**src/rtl/cache_line_iter_if.sv**
```systemverilog
// Request/line bus of the reference-cache line iterator.
// The requester/consumer side uses modport master, the iterator uses modport slave.
// Optional macro CACHE_LINE_ITER_COUNT_EN adds the 4-bit line_idx signal.
interface cache_line_iter_if #(
  parameter int X_ADDR_WDTH = 12,
  parameter int Y_ADDR_WDTH = 12,
  parameter int C_L_H_SIZE  = 3,
  parameter int C_L_V_SIZE  = 3,
  parameter int DIM_WDTH    = 4
);

  // Request side
  logic                              req_valid;
  logic                              req_ready;
  logic [X_ADDR_WDTH-1:0]            start_x;
  logic [Y_ADDR_WDTH-1:0]            start_y;
  logic [DIM_WDTH-1:0]               blk_width;
  logic [DIM_WDTH-1:0]               blk_height;

  // Line side
  logic                              line_valid;
  logic                              line_ready;
  logic [X_ADDR_WDTH-C_L_H_SIZE-1:0] x_addr;
  logic [Y_ADDR_WDTH-C_L_V_SIZE-1:0] y_addr;
  logic                              line_first;
  logic                              line_last;

`ifdef CACHE_LINE_ITER_COUNT_EN
  logic [3:0]                        line_idx;

  modport master (
    output req_valid, start_x, start_y, blk_width, blk_height, line_ready,
    input  req_ready, line_valid, x_addr, y_addr, line_first, line_last, line_idx
  );

  modport slave (
    input  req_valid, start_x, start_y, blk_width, blk_height, line_ready,
    output req_ready, line_valid, x_addr, y_addr, line_first, line_last, line_idx
  );
`else
  modport master (
    output req_valid, start_x, start_y, blk_width, blk_height, line_ready,
    input  req_ready, line_valid, x_addr, y_addr, line_first, line_last
  );

  modport slave (
    input  req_valid, start_x, start_y, blk_width, blk_height, line_ready,
    output req_ready, line_valid, x_addr, y_addr, line_first, line_last
  );
`endif

endinterface

```
**src/rtl/cache_line_iter.sv**
```systemverilog
// cache_line_iter: walks every cache line overlapped by a reference block,
// in raster order, one line per cycle, with valid/ready on both sides.
// A synchronous flush aborts the walk. Optional macro CACHE_LINE_ITER_COUNT_EN
// adds a 4-bit index of the line currently presented (line_idx).
module cache_line_iter #(
  parameter int X_ADDR_WDTH = 12,
  parameter int Y_ADDR_WDTH = 12,
  parameter int C_L_H_SIZE  = 3,
  parameter int C_L_V_SIZE  = 3,
  parameter int DIM_WDTH    = 4
) (
  input  logic             clk,
  input  logic             reset_n,
  input  logic             flush,
  cache_line_iter_if.slave bus
);

  localparam int XL_W = X_ADDR_WDTH - C_L_H_SIZE;
  localparam int YL_W = Y_ADDR_WDTH - C_L_V_SIZE;
  localparam int XS_W = XL_W + 1;
  localparam int YS_W = YL_W + 1;

  localparam logic [XL_W-1:0] X_ONE = {{(XL_W-1){1'b0}}, 1'b1};
  localparam logic [YL_W-1:0] Y_ONE = {{(YL_W-1){1'b0}}, 1'b1};

  typedef enum logic {
    IDLE,
    ITER
  } state_t;

  state_t            state;

  logic [XL_W-1:0]   x_lo_q;
  logic [XL_W-1:0]   x_hi_q;
  logic [YL_W-1:0]   y_hi_q;
  logic [XL_W-1:0]   x_addr_q;
  logic [YL_W-1:0]   y_addr_q;
  logic              req_ready_q;
  logic              line_valid_q;
  logic              first_q;
  logic              last_q;

  logic [X_ADDR_WDTH:0] x_sum;
  logic [Y_ADDR_WDTH:0] y_sum;
  logic [XS_W-1:0]      x_sum_line;
  logic [YS_W-1:0]      y_sum_line;
  logic [XL_W-1:0]      req_x_lo;
  logic [XL_W-1:0]      req_x_hi;
  logic [YL_W-1:0]      req_y_lo;
  logic [YL_W-1:0]      req_y_hi;

  logic                 x_more;
  logic                 y_more;
  logic [XL_W-1:0]      nxt_x;
  logic [YL_W-1:0]      nxt_y;
  logic                 nxt_last;

  // Line bounds of the incoming request; a carry out of the far edge clamps to the last line index
  always_comb begin
    x_sum      = {1'b0, bus.start_x} + {{(X_ADDR_WDTH + 1 - DIM_WDTH){1'b0}}, bus.blk_width};
    y_sum      = {1'b0, bus.start_y} + {{(Y_ADDR_WDTH + 1 - DIM_WDTH){1'b0}}, bus.blk_height};
    x_sum_line = XS_W'(x_sum >> C_L_H_SIZE);
    y_sum_line = YS_W'(y_sum >> C_L_V_SIZE);
    req_x_lo   = bus.start_x[X_ADDR_WDTH-1:C_L_H_SIZE];
    req_y_lo   = bus.start_y[Y_ADDR_WDTH-1:C_L_V_SIZE];
    req_x_hi   = x_sum_line[XL_W] ? '1 : x_sum_line[XL_W-1:0];
    req_y_hi   = y_sum_line[YL_W] ? '1 : y_sum_line[YL_W-1:0];
  end

  // Raster step: move right along the row, otherwise wrap to x_lo on the next row
  always_comb begin
    x_more   = x_addr_q < x_hi_q;
    y_more   = y_addr_q < y_hi_q;
    nxt_x    = x_more ? (x_addr_q + X_ONE) : x_lo_q;
    nxt_y    = x_more ? y_addr_q : (y_addr_q + Y_ONE);
    nxt_last = (nxt_x == x_hi_q) && (nxt_y == y_hi_q);
  end

  // Walk FSM with registered outputs; flush beats any request or line handshake
  always_ff @(posedge clk or negedge reset_n) begin
    if (!reset_n) begin
      state        <= IDLE;
      x_lo_q       <= '0;
      x_hi_q       <= '0;
      y_hi_q       <= '0;
      x_addr_q     <= '0;
      y_addr_q     <= '0;
      req_ready_q  <= 1'b1;
      line_valid_q <= 1'b0;
      first_q      <= 1'b0;
      last_q       <= 1'b0;
    end else if (flush) begin
      state        <= IDLE;
      req_ready_q  <= 1'b1;
      line_valid_q <= 1'b0;
      first_q      <= 1'b0;
      last_q       <= 1'b0;
    end else begin
      case (state)
        IDLE: begin
          if (bus.req_valid) begin
            x_lo_q       <= req_x_lo;
            x_hi_q       <= req_x_hi;
            y_hi_q       <= req_y_hi;
            x_addr_q     <= req_x_lo;
            y_addr_q     <= req_y_lo;
            first_q      <= 1'b1;
            last_q       <= (req_x_lo == req_x_hi) && (req_y_lo == req_y_hi);
            line_valid_q <= 1'b1;
            req_ready_q  <= 1'b0;
            state        <= ITER;
          end
        end
        ITER: begin
          if (bus.line_ready) begin
            if (x_more || y_more) begin
              x_addr_q <= nxt_x;
              y_addr_q <= nxt_y;
              first_q  <= 1'b0;
              last_q   <= nxt_last;
            end else begin
              line_valid_q <= 1'b0;
              req_ready_q  <= 1'b1;
              first_q      <= 1'b0;
              last_q       <= 1'b0;
              state        <= IDLE;
            end
          end
        end
        default: begin
          state <= IDLE;
        end
      endcase
    end
  end

`ifdef CACHE_LINE_ITER_COUNT_EN
  logic [3:0] idx_q;

  // Index of the presented line; holds on the final handshake so it stays within the walk
  always_ff @(posedge clk or negedge reset_n) begin
    if (!reset_n) begin
      idx_q <= 4'd0;
    end else if (flush) begin
      idx_q <= 4'd0;
    end else if (state == IDLE) begin
      if (bus.req_valid) begin
        idx_q <= 4'd0;
      end
    end else if (bus.line_ready && (x_more || y_more)) begin
      idx_q <= idx_q + 4'd1;
    end
  end

  assign bus.line_idx = idx_q;
`endif

  assign bus.req_ready  = req_ready_q;
  assign bus.line_valid = line_valid_q;
  assign bus.x_addr     = x_addr_q;
  assign bus.y_addr     = y_addr_q;
  assign bus.line_first = first_q;
  assign bus.line_last  = last_q;

endmodule

```
**src/flat_wrapper.sv**
```systemverilog
// flat-port wrapper written by rule: the top's interface ports become plain ports
module cache_line_iter_flat 
#(
  parameter int X_ADDR_WDTH = 12,
  parameter int Y_ADDR_WDTH = 12,
  parameter int C_L_H_SIZE  = 3,
  parameter int C_L_V_SIZE  = 3,
  parameter int DIM_WDTH    = 4
)
  (clk, reset_n, flush, bus_req_valid, bus_start_x, bus_start_y, bus_blk_width, bus_blk_height, bus_line_ready, bus_req_ready, bus_line_valid, bus_x_addr, bus_y_addr, bus_line_first, bus_line_last);
  cache_line_iter_if #(.X_ADDR_WDTH(X_ADDR_WDTH), .Y_ADDR_WDTH(Y_ADDR_WDTH), .C_L_H_SIZE(C_L_H_SIZE), .C_L_V_SIZE(C_L_V_SIZE), .DIM_WDTH(DIM_WDTH)) bus_i ();
  input  logic clk;
  input  logic reset_n;
  input  logic flush;
  input wire logic [$bits(bus_i.req_valid)-1:0] bus_req_valid;
  input wire logic [$bits(bus_i.start_x)-1:0] bus_start_x;
  input wire logic [$bits(bus_i.start_y)-1:0] bus_start_y;
  input wire logic [$bits(bus_i.blk_width)-1:0] bus_blk_width;
  input wire logic [$bits(bus_i.blk_height)-1:0] bus_blk_height;
  input wire logic [$bits(bus_i.line_ready)-1:0] bus_line_ready;
  output wire logic [$bits(bus_i.req_ready)-1:0] bus_req_ready;
  output wire logic [$bits(bus_i.line_valid)-1:0] bus_line_valid;
  output wire logic [$bits(bus_i.x_addr)-1:0] bus_x_addr;
  output wire logic [$bits(bus_i.y_addr)-1:0] bus_y_addr;
  output wire logic [$bits(bus_i.line_first)-1:0] bus_line_first;
  output wire logic [$bits(bus_i.line_last)-1:0] bus_line_last;
  assign bus_i.req_valid = bus_req_valid;
  assign bus_i.start_x = bus_start_x;
  assign bus_i.start_y = bus_start_y;
  assign bus_i.blk_width = bus_blk_width;
  assign bus_i.blk_height = bus_blk_height;
  assign bus_i.line_ready = bus_line_ready;
  assign bus_req_ready = bus_i.req_ready;
  assign bus_line_valid = bus_i.line_valid;
  assign bus_x_addr = bus_i.x_addr;
  assign bus_y_addr = bus_i.y_addr;
  assign bus_line_first = bus_i.line_first;
  assign bus_line_last = bus_i.line_last;
  cache_line_iter #(.X_ADDR_WDTH(X_ADDR_WDTH), .Y_ADDR_WDTH(Y_ADDR_WDTH), .C_L_H_SIZE(C_L_H_SIZE), .C_L_V_SIZE(C_L_V_SIZE), .DIM_WDTH(DIM_WDTH)) u_core (.clk(clk), .reset_n(reset_n), .flush(flush), .bus(bus_i));
endmodule
```
**config.mk**
```make
export PLATFORM = sky130hd
export DESIGN_NAME = cache_line_iter_flat
export DESIGN_NICKNAME = d
export VERILOG_FILES = /design/src/rtl/cache_line_iter_if.sv /design/src/rtl/cache_line_iter.sv /design/src/flat_wrapper.sv
export SDC_FILE = /design/constraint.sdc
export NUM_CORES = 1
export LEC_CHECK = 0
export CAP_MARGIN = 15
export CORE_MARGIN = 2
export CORE_UTILIZATION = 55
export DETAILED_ROUTE_END_ITERATION = 16
export PLACE_DENSITY = 0.86
export SLEW_MARGIN = 25
export SYNTH_ARGS = -nofsm -noshare
export SYNTH_HDL_FRONTEND = slang
export SYNTH_SLANG_ARGS = --single-unit
export TNS_END_PERCENT = 10
```
**constraint.sdc**
```tcl
create_clock -name clk -period 3.15 [get_ports clk]
set_input_delay 0.63 -clock clk [delete_from_list [all_inputs] [get_ports clk]]
set_output_delay 0.63 -clock clk [all_outputs]
set_load 0.01 [all_outputs]
```
==> metrics <==
Fmax achieved=348 MHz; status=complete, no violations; setup_tns=0 ns; Avg Cell Area, Syn=8.26 um2; fill count=546; Yosys Warn Count=0; layout cells sized above 1=0.0857; drt total wl=11.3 mm; Worst VDD drop=0.357 mV; initial drt markers=319; initial antenna violation count=0; Post-Syn Nets=541; Area Overhead vs Synth=20.4%; GR Util All Layers=0.293; clock slew at reported path FFs=0.10 ns; sequential area share after synthesis=0.316; fin. max-slew vios=0; HP Class=input pin to asynchronous set/reset pin; crit path max fanout=16; H-tree Lvls=2; number of cell rows=30; leading post-synthesis cells by cell area=dfrtp_1, ha_1, nand2_1, xnor2_1, a21oi_1; CP Launch Type=register; final setup vio count=0; PD cells=765 nW/um2; fin nets=597; post-route ant nets=0; DRC=0; Tcrit/Tclk final=0.913; Leak Pwr=2.04 nW; WL/cell=17.9 um; clock skew=0.00628 ns; GPL Wtd Cong=1.11; HPWL after DPL=8.57 mm; Setup crit end kind=register; number of iterations in the first detailed-routing pass=5; number of global-route vias before repair=3526; Critical Path AT=3.09 ns; Setup CP Type=register to register; GR Overflow Total=0; via count of the routed design=3902; Relative slew margins=0.603; post-synthesis cell type count=70; RSZ-0062 raised after global routing=false; register area=1250 um2; die height=88.9 um; Root Driver=clkbuf_8; Max Cap Violations=0; worst-margin pin slew=0.595 ns; fraction of registers with async set/reset=1.00; largest net degree at the start of global routing=45; multi-input logic area=2500 um2; first-pass GRT wire length=17.8 mm; Synth Cell Area=3960 um2; CTS-repair resized insts=0; setup bufs post-CTS=0; Max Root-Sink Buffers=2; CTS tree=built; worst hold margin=0.316 ns; Die Width=88.9 um; Post-synth EDFFs=0; clock sinks=50; largest area contributor in the netlist=dfrtp_1; clk_lat worst skew=0.31 ns; Core ar.=6870 um2; #FFs+latches synth=50; Hold Buf Count CTS=0; top cell type's share of synthesized area=0.309; CTS Buf Count=5; die area=7900 um2; Vias per Instance=6.16; Initial Util=0.577; Primary FF master, synth=dfrtp_1; ANT cells=0; fin crit period=2.88 ns; Buffers on Ports=58; CP required=3.37 ns; Top-Level Pins=59; Mapped Cells=480; Final Hold Viols=0
cells by family after synthesis:
group,synth area share
muxes,0.0350
adders and majority gates,0.0758
xor gates and xnor gates,0.0774
buffers and inverters,0.0537
DFF,0.316
and+or+nand+nor,0.207
AOI/OAI and AO/OA,0.235
final cells by class:
cell class,count,area share
repair buffers,75,0.147
multi-input cells,380,0.523
clock inverters,3,0.00839
inverters,24,0.0189
well taps,96,0.0252
flip-flops and latches,50,0.262
clock buffers,5,0.0144
Yosys cell counts (all sizes together), types with 2 or more instances:
cell type,n
a2111oi,2
a211o,2
a211oi,8
a21o,11
a21oi,35
a221o,2
a22oi,2
a31o,3
a31oi,6
and2,5
and3,3
buf,9
clkbuf,17
dfrtp,49
ha,24
inv,24
mux2,4
mux2i,9
nand2,58
nand2b,11
nand3,17
nand4,6
nand4b,2
nor2,37
nor2b,3
nor3,9
nor4,4
o211ai,4
o21ai,30
o21bai,3
o221ai,4
o22ai,9
o31ai,6
o41ai,2
or2,3
or3,6
xnor2,22
xor2,13
placed cells by master (no fill, tap or decap), types with 3 or more instances in the layout:
master	netlist	layout
mux2_2	3	3
o31ai_1	5	5
mux2i_1	9	9
nand3_1	17	17
o211ai_1	4	4
xnor2_1	22	22
a211oi_1	8	8
dfrtp_1	49	49
nor4_1	4	4
and2_1	4	4
or3_1	6	6
clkdlybuf4s50_1	0	57
ha_1	24	24
nand4_1	6	6
nand2_1	57	57
nor3_1	9	9
buf_4	1	17
o22ai_1	9	9
inv_1	24	24
o221ai_1	3	3
a21oi_1	35	35
xor2_1	13	13
and3_1	3	3
clkbuf_8	0	5
a31oi_1	6	6
nand2b_1	11	11
o21bai_1	3	3
nor2_1	36	36
a31o_2	3	3
a21o_1	11	11
o21ai_0	28	28
through the flow:
step	instances	setup slack [ns]	instance area (um2)	utilization	power, mW
final	633	0.274	4770	0.695	3.65
after detailed placement	625	0.288	4660	0.679	3.13
after global placement	625	0.332	4660	0.679	3.08
after global routing	633	0.159	4770	0.695	3.89
after CTS	633	0.334	4770	0.695	3.61
after floorplan	480	0.653	3960	-	2.42
power breakdown:
group          internal, mW  total, mW  switching, mW
registers             0.816       1.10          0.288
logic                 0.972       2.08           1.11
clock network         0.234      0.465          0.230
total                  2.02       3.65           1.63
registers in the layout, summed over array words and instances, names as in the netlist:
register,cells
u_core.y_hi_q,9
u_core.bus.x_addr,9
u_core.bus.line_valid,1
u_core.state,1
u_core.bus.line_first,1
u_core.x_hi_q,9
u_core.bus.line_last,1
u_core.bus.req_ready,1
u_core.x_lo_q,9
u_core.bus.y_addr,9
worst max-delay path, stage by stage (launching register included):
cell	delay [ns]
dfrtp_1	0.51
ha_1	0.27
or3_1	0.40
or3_1	0.31
o21ai_1	0.26
o31ai_2	0.17
nand2_2	0.13
buf_4	0.23
o2111ai_1	0.25
o41ai_2	0.25
per-layer routing:
layer / share of wire / track usage
met5: 0 / 0
met4: 0.013 / 0.0661
met3: 0.084 / 0.0485
met2: 0.46 / 0.447
met1: 0.44 / 0.437
path summary, 6_finish.rpt:
path	cells after the start	end	slack, ns	start
setup reg to reg	9	u_core.bus.line_last	0.27	u_core.bus.y_addr[6]
max in group asynchronous	2	u_core.x_hi_q[0]	2.04	reset_n
hold reg to reg	2	u_core.y_hi_q[4]	0.54	u_core.y_hi_q[4]
hold / removal	1	u_core.bus.line_valid	0.32	reset_n
setup / recovery	9	u_core.bus.line_last	0.27	u_core.bus.y_addr[6]
min in group clk	2	u_core.y_hi_q[4]	0.54	u_core.y_hi_q[4]
Note: power is estimated with default switching activity, not from simulation.
